$ cat config.mk
export PLATFORM = sky130hd
export DESIGN_NAME = pack_str_framer_flat
export DESIGN_NICKNAME = d
export VERILOG_FILES = /design/src/rtl/pack_str_framer_if.sv /design/src/rtl/pack_str_framer.sv /design/src/flat_wrapper.sv
export SDC_FILE = /design/constraint.sdc
export NUM_CORES = 1
export LEC_CHECK = 0
export BUFFER_PORTS_ARGS = -buffer_cell sky130_fd_sc_hd__buf_2
export CORE_UTILIZATION = 30
export CTS_CLUSTER_DIAMETER = 50
export DETAILED_ROUTE_END_ITERATION = 10
export PLACE_DENSITY = 0.49
export SETUP_SLACK_MARGIN = 0.4
export SLEW_MARGIN = 15
export SYNTH_ARGS = -nofsm -noshare
export SYNTH_HDL_FRONTEND = slang
export SYNTH_SLANG_ARGS = --single-unit
$ cat constraint.sdc
create_clock -name clk -period 3.2 [get_ports clk]
set_input_delay 0.64 -clock clk [delete_from_list [all_inputs] [get_ports clk]]
set_output_delay 0.64 -clock clk [all_outputs]
set_load 0.02 [all_outputs]
$ cat src/rtl/pack_str_framer_if.sv
// Element type and handshake bundle for the pack_str_framer.
package pack_str_pkg;
    typedef struct packed {
        logic a;
        logic b;
    } pack_str_t;
endpackage

interface pack_str_framer_if #(
    parameter int unsigned NUM_ELEM = 3
);
    import pack_str_pkg::*;

    localparam int unsigned LEN_W = $clog2(NUM_ELEM + 1);

    logic                in_valid;
    logic                in_ready;
    pack_str_t           in_elem;
    logic                flush;
    logic                out_valid;
    logic                out_ready;
    pack_str_t           out_elems [NUM_ELEM];
    logic [NUM_ELEM-1:0] out_a;
    logic                out_b [NUM_ELEM];
    logic [LEN_W-1:0]    out_len;

    // Framer side
    modport slave (
        input  in_valid, in_elem, flush, out_ready,
        output in_ready, out_valid, out_elems, out_a, out_b, out_len
    );

    // Producer/consumer side
    modport master (
        output in_valid, in_elem, flush, out_ready,
        input  in_ready, out_valid, out_elems, out_a, out_b, out_len
    );
endinterface

$ cat src/rtl/pack_str_framer.sv
// Collects 2-bit elements into frames of NUM_ELEM and presents them with a
// one-frame pending buffer so input can run ahead of a stalled consumer.
module pack_str_framer
    import pack_str_pkg::*;
#(
    parameter int unsigned NUM_ELEM = 3
) (
    input  logic             clk,
    input  logic             rst,
    pack_str_framer_if.slave bus
);

    localparam int unsigned LEN_W = $clog2(NUM_ELEM + 1);
    localparam int unsigned IDX_W = $clog2(NUM_ELEM);

    typedef enum logic {
        S_FILL,
        S_PEND
    } state_t;

    state_t           state_q, state_d;
    logic [IDX_W-1:0] idx_q, idx_d;
    pack_str_t        fill_q [NUM_ELEM];
    pack_str_t        fill_d [NUM_ELEM];
    pack_str_t        out_elems_q [NUM_ELEM];
    pack_str_t        out_elems_d [NUM_ELEM];
    logic [LEN_W-1:0] out_len_q, out_len_d;
    logic [LEN_W-1:0] pend_len_q, pend_len_d;
    logic             out_valid_q, out_valid_d;

    logic             in_ready_c;
    logic             accept_c;
    logic             xfer_c;
    logic             slot_free_c;
    logic             complete_c;
    logic [LEN_W-1:0] frame_len_c;
    pack_str_t        frame_c [NUM_ELEM];

    // Drive the bus: registered frame plus combinational field slices
    always_comb begin
        bus.in_ready  = in_ready_c;
        bus.out_valid = out_valid_q;
        bus.out_len   = out_len_q;
        for (int k = 0; k < int'(NUM_ELEM); k++) begin
            bus.out_elems[k] = out_elems_q[k];
            bus.out_a[k]     = out_elems_q[k].a;
            bus.out_b[k]     = out_elems_q[k].b;
        end
    end

    // Next-state, fill and output-slot logic
    always_comb begin
        state_d     = state_q;
        idx_d       = idx_q;
        fill_d      = fill_q;
        out_elems_d = out_elems_q;
        out_len_d   = out_len_q;
        pend_len_d  = pend_len_q;
        out_valid_d = out_valid_q;

        in_ready_c  = (state_q == S_FILL) && !rst;
        accept_c    = bus.in_valid && in_ready_c;
        xfer_c      = out_valid_q && bus.out_ready;
        slot_free_c = !out_valid_q || bus.out_ready;

        if (accept_c) begin
            fill_d[idx_q] = bus.in_elem;
        end

        complete_c  = (state_q == S_FILL) &&
                      ((accept_c && (idx_q == IDX_W'(NUM_ELEM - 1))) ||
                       (bus.flush && ((idx_q != '0) || accept_c)));
        frame_len_c = LEN_W'(idx_q) + LEN_W'(accept_c);

        // Unused tail slots of a short frame read as zero
        for (int k = 0; k < int'(NUM_ELEM); k++) begin
            frame_c[k] = (LEN_W'(k) < frame_len_c) ? fill_d[k] : pack_str_t'(2'b00);
        end

        case (state_q)
            S_FILL: begin
                if (accept_c) begin
                    idx_d = idx_q + IDX_W'(1);
                end
                if (complete_c) begin
                    idx_d = '0;
                    if (slot_free_c) begin
                        out_elems_d = frame_c;
                        out_len_d   = frame_len_c;
                        out_valid_d = 1'b1;
                    end else begin
                        fill_d     = frame_c;
                        pend_len_d = frame_len_c;
                        state_d    = S_PEND;
                    end
                end else if (xfer_c) begin
                    out_valid_d = 1'b0;
                end
            end
            S_PEND: begin
                if (xfer_c) begin
                    out_elems_d = fill_q;
                    out_len_d   = pend_len_q;
                    out_valid_d = 1'b1;
                    state_d     = S_FILL;
                end
            end
            default: state_d = S_FILL;
        endcase
    end

    // State and data registers with synchronous reset
    always_ff @(posedge clk) begin
        if (rst) begin
            state_q     <= S_FILL;
            idx_q       <= '0;
            out_len_q   <= '0;
            pend_len_q  <= '0;
            out_valid_q <= 1'b0;
            for (int k = 0; k < int'(NUM_ELEM); k++) begin
                fill_q[k]      <= '0;
                out_elems_q[k] <= '0;
            end
        end else begin
            state_q     <= state_d;
            idx_q       <= idx_d;
            out_len_q   <= out_len_d;
            pend_len_q  <= pend_len_d;
            out_valid_q <= out_valid_d;
            fill_q      <= fill_d;
            out_elems_q <= out_elems_d;
        end
    end

endmodule

$ cat src/flat_wrapper.sv
// flat-port wrapper written by rule: the top's interface ports become plain ports
module pack_str_framer_flat import pack_str_pkg::*;
#(
    parameter int unsigned NUM_ELEM = 3
)
  (clk, rst, bus_in_valid, bus_in_elem, bus_flush, bus_out_ready, bus_in_ready, bus_out_valid, bus_out_elems, bus_out_a, bus_out_b, bus_out_len);
  pack_str_framer_if #(.NUM_ELEM(NUM_ELEM)) bus_i ();
  input  logic clk;
  input  logic rst;
  input wire logic [$bits(bus_i.in_valid)-1:0] bus_in_valid;
  input wire logic [$bits(bus_i.in_elem)-1:0] bus_in_elem;
  input wire logic [$bits(bus_i.flush)-1:0] bus_flush;
  input wire logic [$bits(bus_i.out_ready)-1:0] bus_out_ready;
  output wire logic [$bits(bus_i.in_ready)-1:0] bus_in_ready;
  output wire logic [$bits(bus_i.out_valid)-1:0] bus_out_valid;
  output wire logic [$bits(bus_i.out_elems)-1:0] bus_out_elems;
  output wire logic [$bits(bus_i.out_a)-1:0] bus_out_a;
  output wire logic [$bits(bus_i.out_b)-1:0] bus_out_b;
  output wire logic [$bits(bus_i.out_len)-1:0] bus_out_len;
  assign bus_i.in_valid = bus_in_valid;
  assign bus_i.in_elem = bus_in_elem;
  assign bus_i.flush = bus_flush;
  assign bus_i.out_ready = bus_out_ready;
  assign bus_in_ready = bus_i.in_ready;
  assign bus_out_valid = bus_i.out_valid;
  assign bus_out_elems = {>>{bus_i.out_elems}};
  assign bus_out_a = bus_i.out_a;
  assign bus_out_b = {>>{bus_i.out_b}};
  assign bus_out_len = bus_i.out_len;
  pack_str_framer #(.NUM_ELEM(NUM_ELEM)) u_core (.clk(clk), .rst(rst), .bus(bus_i));
endmodule
==> metrics, run 1 <==
Via density=5.08; vias after detailed routing=944; PwrDens=507 nW/µm²; WHS Endpoint=u_core.bus.out_len[1]; hold crit path type=register to register; min-delay src=u_core.bus.out_len[1]; worst path required time=3.37 ns; CP cell instances=buf_2 -> or2b_1 -> nor2_1 -> ha_1 -> xor2_2 -> nor2_1 -> or3_1 -> a311oi_1; worst skew pair latency=0.26 ns; max-cap violations=0; cell mode on critical path=nor2_1; final worst-path cycle share=75.4%; Worst Path Arrival=2.59 ns; Layout Cells excl Fill=186; post-synthesis sequential area ratio=35.6%; Register-to-Register Path Depth=6; critical path type=primary input to register; status=finished, final reports clean; GR Overflow Total=0; number of global-route vias before repair=853; initial core utilization=32.4%; area delta synth->final=16.1%; Routed WL=2450 µm; Root Buffer=clkbuf_8; clock buffer depth=2; Leak=0.527 nW; synthesized area=1120 µm²; Hold Vio Cnt, Final=0; #FFs+latches synth=20; die height=63.2 µm; IO Port Bufs=22; share of cells above drive strength 1=25.7%; GR Util All Layers=13.5%; Resized Gates After CTS=0; gpl congestion=0.744; die area=4000 µm²; RR Startpoint=u_core.state_q; WHS=0.474 ns; Syn Nets=134; placed insts=182; area post-placement=1230 µm²; Die W=63.2 µm; routed len/inst=13.2 µm; CP Launch Type=primary input; pre-CTS WS=0.505 ns; Cell Rows=21; r2r endpoint=u_core.bus.out_b[2]; setup_tns=0 ns; Max VDD drop=0.157 mV; CTS H-tree depth=1; CP max stage delay=0.34 ns; max-slew violation count=0; initial antenna violation count=0; first-pass GRT wire length=4130 µm; final instance area=1310 µm²; ant diodes=0; ANT nets after route=0; CTS Buf Count=3; Post-synth EDFFs=0; Post-CTS Setup Bufs=0; clk_skew=0.00496 ns; cts hold-fix bufs=0; register area=400 µm²; I/O pin cnt=23; FF-to-FF setup slack=1.08 ns; Post-Synthesis Cells=123; RSZ-0062 raised after global routing=false; final setup vio count=0; total power=0.662 mW; Tightest Pin Transition=0.542 ns; Synth area leader=dfxtp_1; largest net degree at the start of global routing=22; Max Freq=414 MHz; Final #Nets=152; CP endpoint kind=register; Synth Flop Type=dfxtp_1; detailed-router iteration count before antenna repair=4; synth unique cells=43; detailed router's first-iteration violation count=54; area of the multi-input gates=648 µm²; area share of the largest cell type after synthesis=35.6%; critical path's slowest cell=or3_1; Synth top cells by count=20 x dfxtp_1, 11 x nor2_1, 10 x a21oi_1; top cells by area, synth=dfxtp_1 36%, mux2i_1 5.3%, a21oi_1 4.4%; hold path depth=2; Rel. slew slack=63.8%; Final HPWL DP=1900 µm; # DRC=0; worst setup margin=0.787 ns; count leader, synth=dfxtp_1; clk slew on worst S/H paths=0.08 ns; synth warn=0; Final Core Density=37.7%; critical path peak fanout=21; asr flop ratio synth=0%; fin crit period=2.41 ns; Core Area=3470 µm²; Num Clock Sinks=20; Avg Cell Area, Syn=9.14 µm²; CTS tree=yes; Filler cells=379
## area by class of cell
class,count,area share (%)
tap,46,4.41
inverter,5,1.44
timing repair buffer,22,8.43
sequential,20,30.7
clock buffer,3,3.16
clock inverter,1,2.30
multi-input combinational,89,49.6
## power breakdown
group	switching, mW	total [mW]	internal, mW
sequential	0.0114	0.273	0.262
clock	0.0855	0.252	0.167
combinational	0.0828	0.136	0.0531
## layout by cell type (no fill, tap or decap), types with 4 or more instances in the layout
cell,count
ha_1,4
nand3_1,4
a21oi_1,10
mux2i_1,6
nor2_1,11
inv_1,5
buf_2,22
dfxtp_1,20
nand2_1,8
## state kept, by name, indices dropped and copies added, names as in the netlist
register              count
u_core.fill_q             6
u_core.bus.out_a          3
u_core.bus.out_b          3
u_core.bus.out_len        2
u_core.idx_q              2
u_core.pend_len_q         2
u_core.bus.out_valid      1
u_core.state_q            1
## critical path, delay by kind of cell
family / cells / cell delay, ns
xor gates and xnor gates: 1 / 0.27
adders and majority gates: 1 / 0.25
and+or+nand+nor: 4 / 0.94
AOI/OAI and AO/OA: 1 / 0.25
buffers and inverters: 1 / 0.22
## worst max path at each step
stage / start / end / slack (ns) / cells after the start
after floorplan: rst / u_core.bus.out_b[2] / 0.79 / 8
final: rst / u_core.bus.out_b[2] / 0.79 / 8
after global routing: rst / u_core.bus.out_b[2] / 0.62 / 8
after global placement: rst / u_core.bus.out_b[2] / 0.57 / 8
after detailed placement: rst / u_core.bus.out_b[2] / 0.50 / 8
after CTS: rst / u_core.bus.out_b[2] / 0.78 / 8
## metal layers
layer  share of wire (%)  vias to the layer above  track usage [%]
li1                    -                      478                -
met4                 1.4                        0             5.97
met2                  46                       17             21.4
met1                  49                      445             17.2
met5                   0                        -                0
met3                 3.4                        4             3.26
## cell families after synthesis
logic type / count (synthesis) / share of synthesized area, %
AOI/OAI and AO/OA: 34 / 22.9
xor gates and xnor gates: 2 / 2.23
adders and majority gates: 4 / 4.45
buffers and inverters: 14 / 6.78
DFF: 20 / 35.6
muxes: 7 / 6.34
and+or+nand+nor: 42 / 21.7
Power figures use the tool's default switching activity.
==> run 2: changes to the inputs <==
ABC_AREA = 1   (was default)
clock period = 2.3 ns   (was 3.2 ns; I/O delays follow)
==> metrics, run 2 <==
Tightest Pin Transition=0.479 ns; Cell Rows=22; CP Launch Type=register; fin crit period=1.64 ns; clock network power share=38.3%; initial core utilization=31.5%; initial antenna violation count=0; RSZ-0062 raised after global routing=false; final setup vio count=0; hold crit path type=primary input to register; critical path's slowest cell=dfxtp_1; critical path peak fanout=7; IO Port Bufs=22; CTS H-tree depth=1; #FFs+latches synth=20; max FFs per register=6; Synth top cells by count=57 x nand2_1, 20 x dfxtp_1, 20 x inv_1; RR Startpoint=u_core.state_q; CTS tree=yes; Num Clock Sinks=20; Worst Path Arrival=1.81 ns; gpl congestion=0.745; ANT nets after route=0; Syn Nets=186; post-synthesis sequential area ratio=34.5%; Synth area leader=dfxtp_1; Final Core Density=36.5%; Post-CTS Setup Bufs=0; first-pass GRT wire length=4300 µm; most frequent cells in the layout=57 x nand2_1, 22 x buf_2, 20 x inv_1, 20 x dfxtp_1, 16 x a21oi_1; Leak=0.691 nW; area share of the largest cell type after synthesis=34.5%; final worst-path cycle share=71.5%; GR Overflow Total=0; Synth Flop Type=dfxtp_1; max-slew violation count=0; worst skew pair latency=0.26 ns; synthesized area=1160 µm²; Post-synth EDFFs=0; CTS Buf Count=3; min-delay src=rst; share of cells above drive strength 1=19.2%; Post-Synthesis Cells=175; detailed-router iteration count before antenna repair=5; clk slew on worst S/H paths=0.08 ns; Via density=4.60; Max Freq=609 MHz; status=finished, final reports clean; Flop pwr share=40.5%; number of global-route vias before repair=1014; top cells by area, synth=dfxtp_1 34%, nand2_1 18%, a21oi_1 6.9%; clock buffer depth=2; cts hold-fix bufs=0; count leader, synth=nand2_1; ant diodes=0; I/O pin cnt=23; max-cap violations=0; r2r endpoint=u_core.bus.out_a[2]; Register-to-Register Path Depth=10; CP cell instances=inv_1 -> nand2_1 -> nor2_4 -> ha_1 -> inv_1 -> nor2_1 -> o21ai_0 -> nand3_2 -> nand2_1 -> nor2_1; worst path required time=2.47 ns; WHS Endpoint=u_core.state_q; Root Buffer=clkbuf_8; Final #Nets=205; Core Area=3690 µm²; Max VDD drop=0.211 mV; setup_tns=0 ns; synth warn=0; Resized Gates After CTS=0; CP max stage delay=0.32 ns; Routed WL=2480 µm; clk_skew=0.00364 ns; die area=4120 µm²; switching pwr=0.274 mW; critical path type=register to register; Final HPWL DP=1920 µm; most common library cell in the layout ignoring fill and taps=nand2_1; routed len/inst=10.3 µm; die height=64.2 µm; Avg Cell Area, Syn=6.63 µm²; PwrDens=700 nW/µm²; Most flops, register=u_core.fill_q; Rel. slew slack=68.0%; Comb pwr share=21.2%; area delta synth->final=15.9%; hold path depth=2; Hold Vio Cnt, Final=0; GR Util All Layers=13.4%; Die W=64.2 µm; switch share=29.1%; # DRC=0; CP endpoint kind=register; vias after detailed routing=1109; FF-to-FF setup slack=0.66 ns; largest net degree at the start of global routing=18; Worst Path Buf+Inv=2; kind of cell adding the most delay to the critical path=simple AND/OR/NAND/NOR gates; internal power=0.668 mW; synth unique cells=20; detailed router's first-iteration violation count=38; asr flop ratio synth=0%
[run 2: changes by cell type in the layout (fill, tap and decap cells not counted), sizes merged, moves of 3 or more]
cell    change
nor2b       -3
a21oi       +6
mux2i       -6
a311oi      -3
nand3       +8
nand2      +53
o21ai       +7
nor2        +4
nand2b      -3
and4bb      -3
inv        +16
[run 2: how the worst max path moves through the flow]
stage | slack (ns) | startpoint | cells past startpoint | end
3_3_place_gp | 0.42 | rst | 11 | u_core.bus.out_a[2]
3_5_place_dp | 0.39 | rst | 11 | u_core.bus.out_a[2]
5_1_grt | 0.45 | u_core.state_q | 11 | u_core.bus.out_a[0]
6_report | 0.66 | u_core.state_q | 10 | u_core.bus.out_a[2]
2_1_floorplan | 0.71 | rst | 10 | u_core.bus.out_a[2]
4_1_cts | 0.65 | u_core.state_q | 10 | u_core.bus.out_a[2]
[run 2: logic make-up (layout without fill, tap and decap cells)]
family,count (synthesis),after routing,share of synthesized area [%]
buffers and inverters,31,49,12.9
AO/OA/AOI/OAI,26,26,11.2
AND/OR/NAND/NOR,93,93,36.3
XOR/XNOR,1,1,0.754
flip-flops,20,20,34.5
adder cells (fa/ha/maj),4,4,4.31
[run 2: per-layer routing]
layer	track usage (%)	vias up	wire, µm
met5	0	-	0
met3	2.14	4	78
met4	5.00	0	29
met1	16.0	505	1160
li1	-	577	-
met2	23.8	23	1210
[run 2: power groups by stage]
stage	Sequential (mW)	Clock, mW	Combinational (mW)
finish	0.382	0.361	0.200
global route	0.385	0.376	0.227
CTS	0.382	0.366	0.202
detailed placement	0.390	0	0.201
global placement	0.389	0	0.200
floorplan	0.408	0	0.141
[run 2: stage by stage]
stage               hold slack (ns)  power [mW]  instance area [µm²]  instances  setup WS (ns)
floorplan                     0.426       0.550                 1160        175          0.711
global placement              0.437       0.589                 1270        237          0.424
detailed placement            0.440       0.592                 1270        237          0.391
CTS                           0.436       0.950                 1350        241          0.647
global route                  0.462       0.988                 1350        241          0.453
finish                        0.440       0.942                 1350        241          0.657
[run 2: area by class of cell]
type,count,area (µm²)
repair buffers,24,125
fillers,414,2340
inverters,21,78.8
clock inverters,1,30.0
clock buffers,3,41.3
well taps,48,60.1
multi-input cells,124,611
flip-flops and latches,20,400
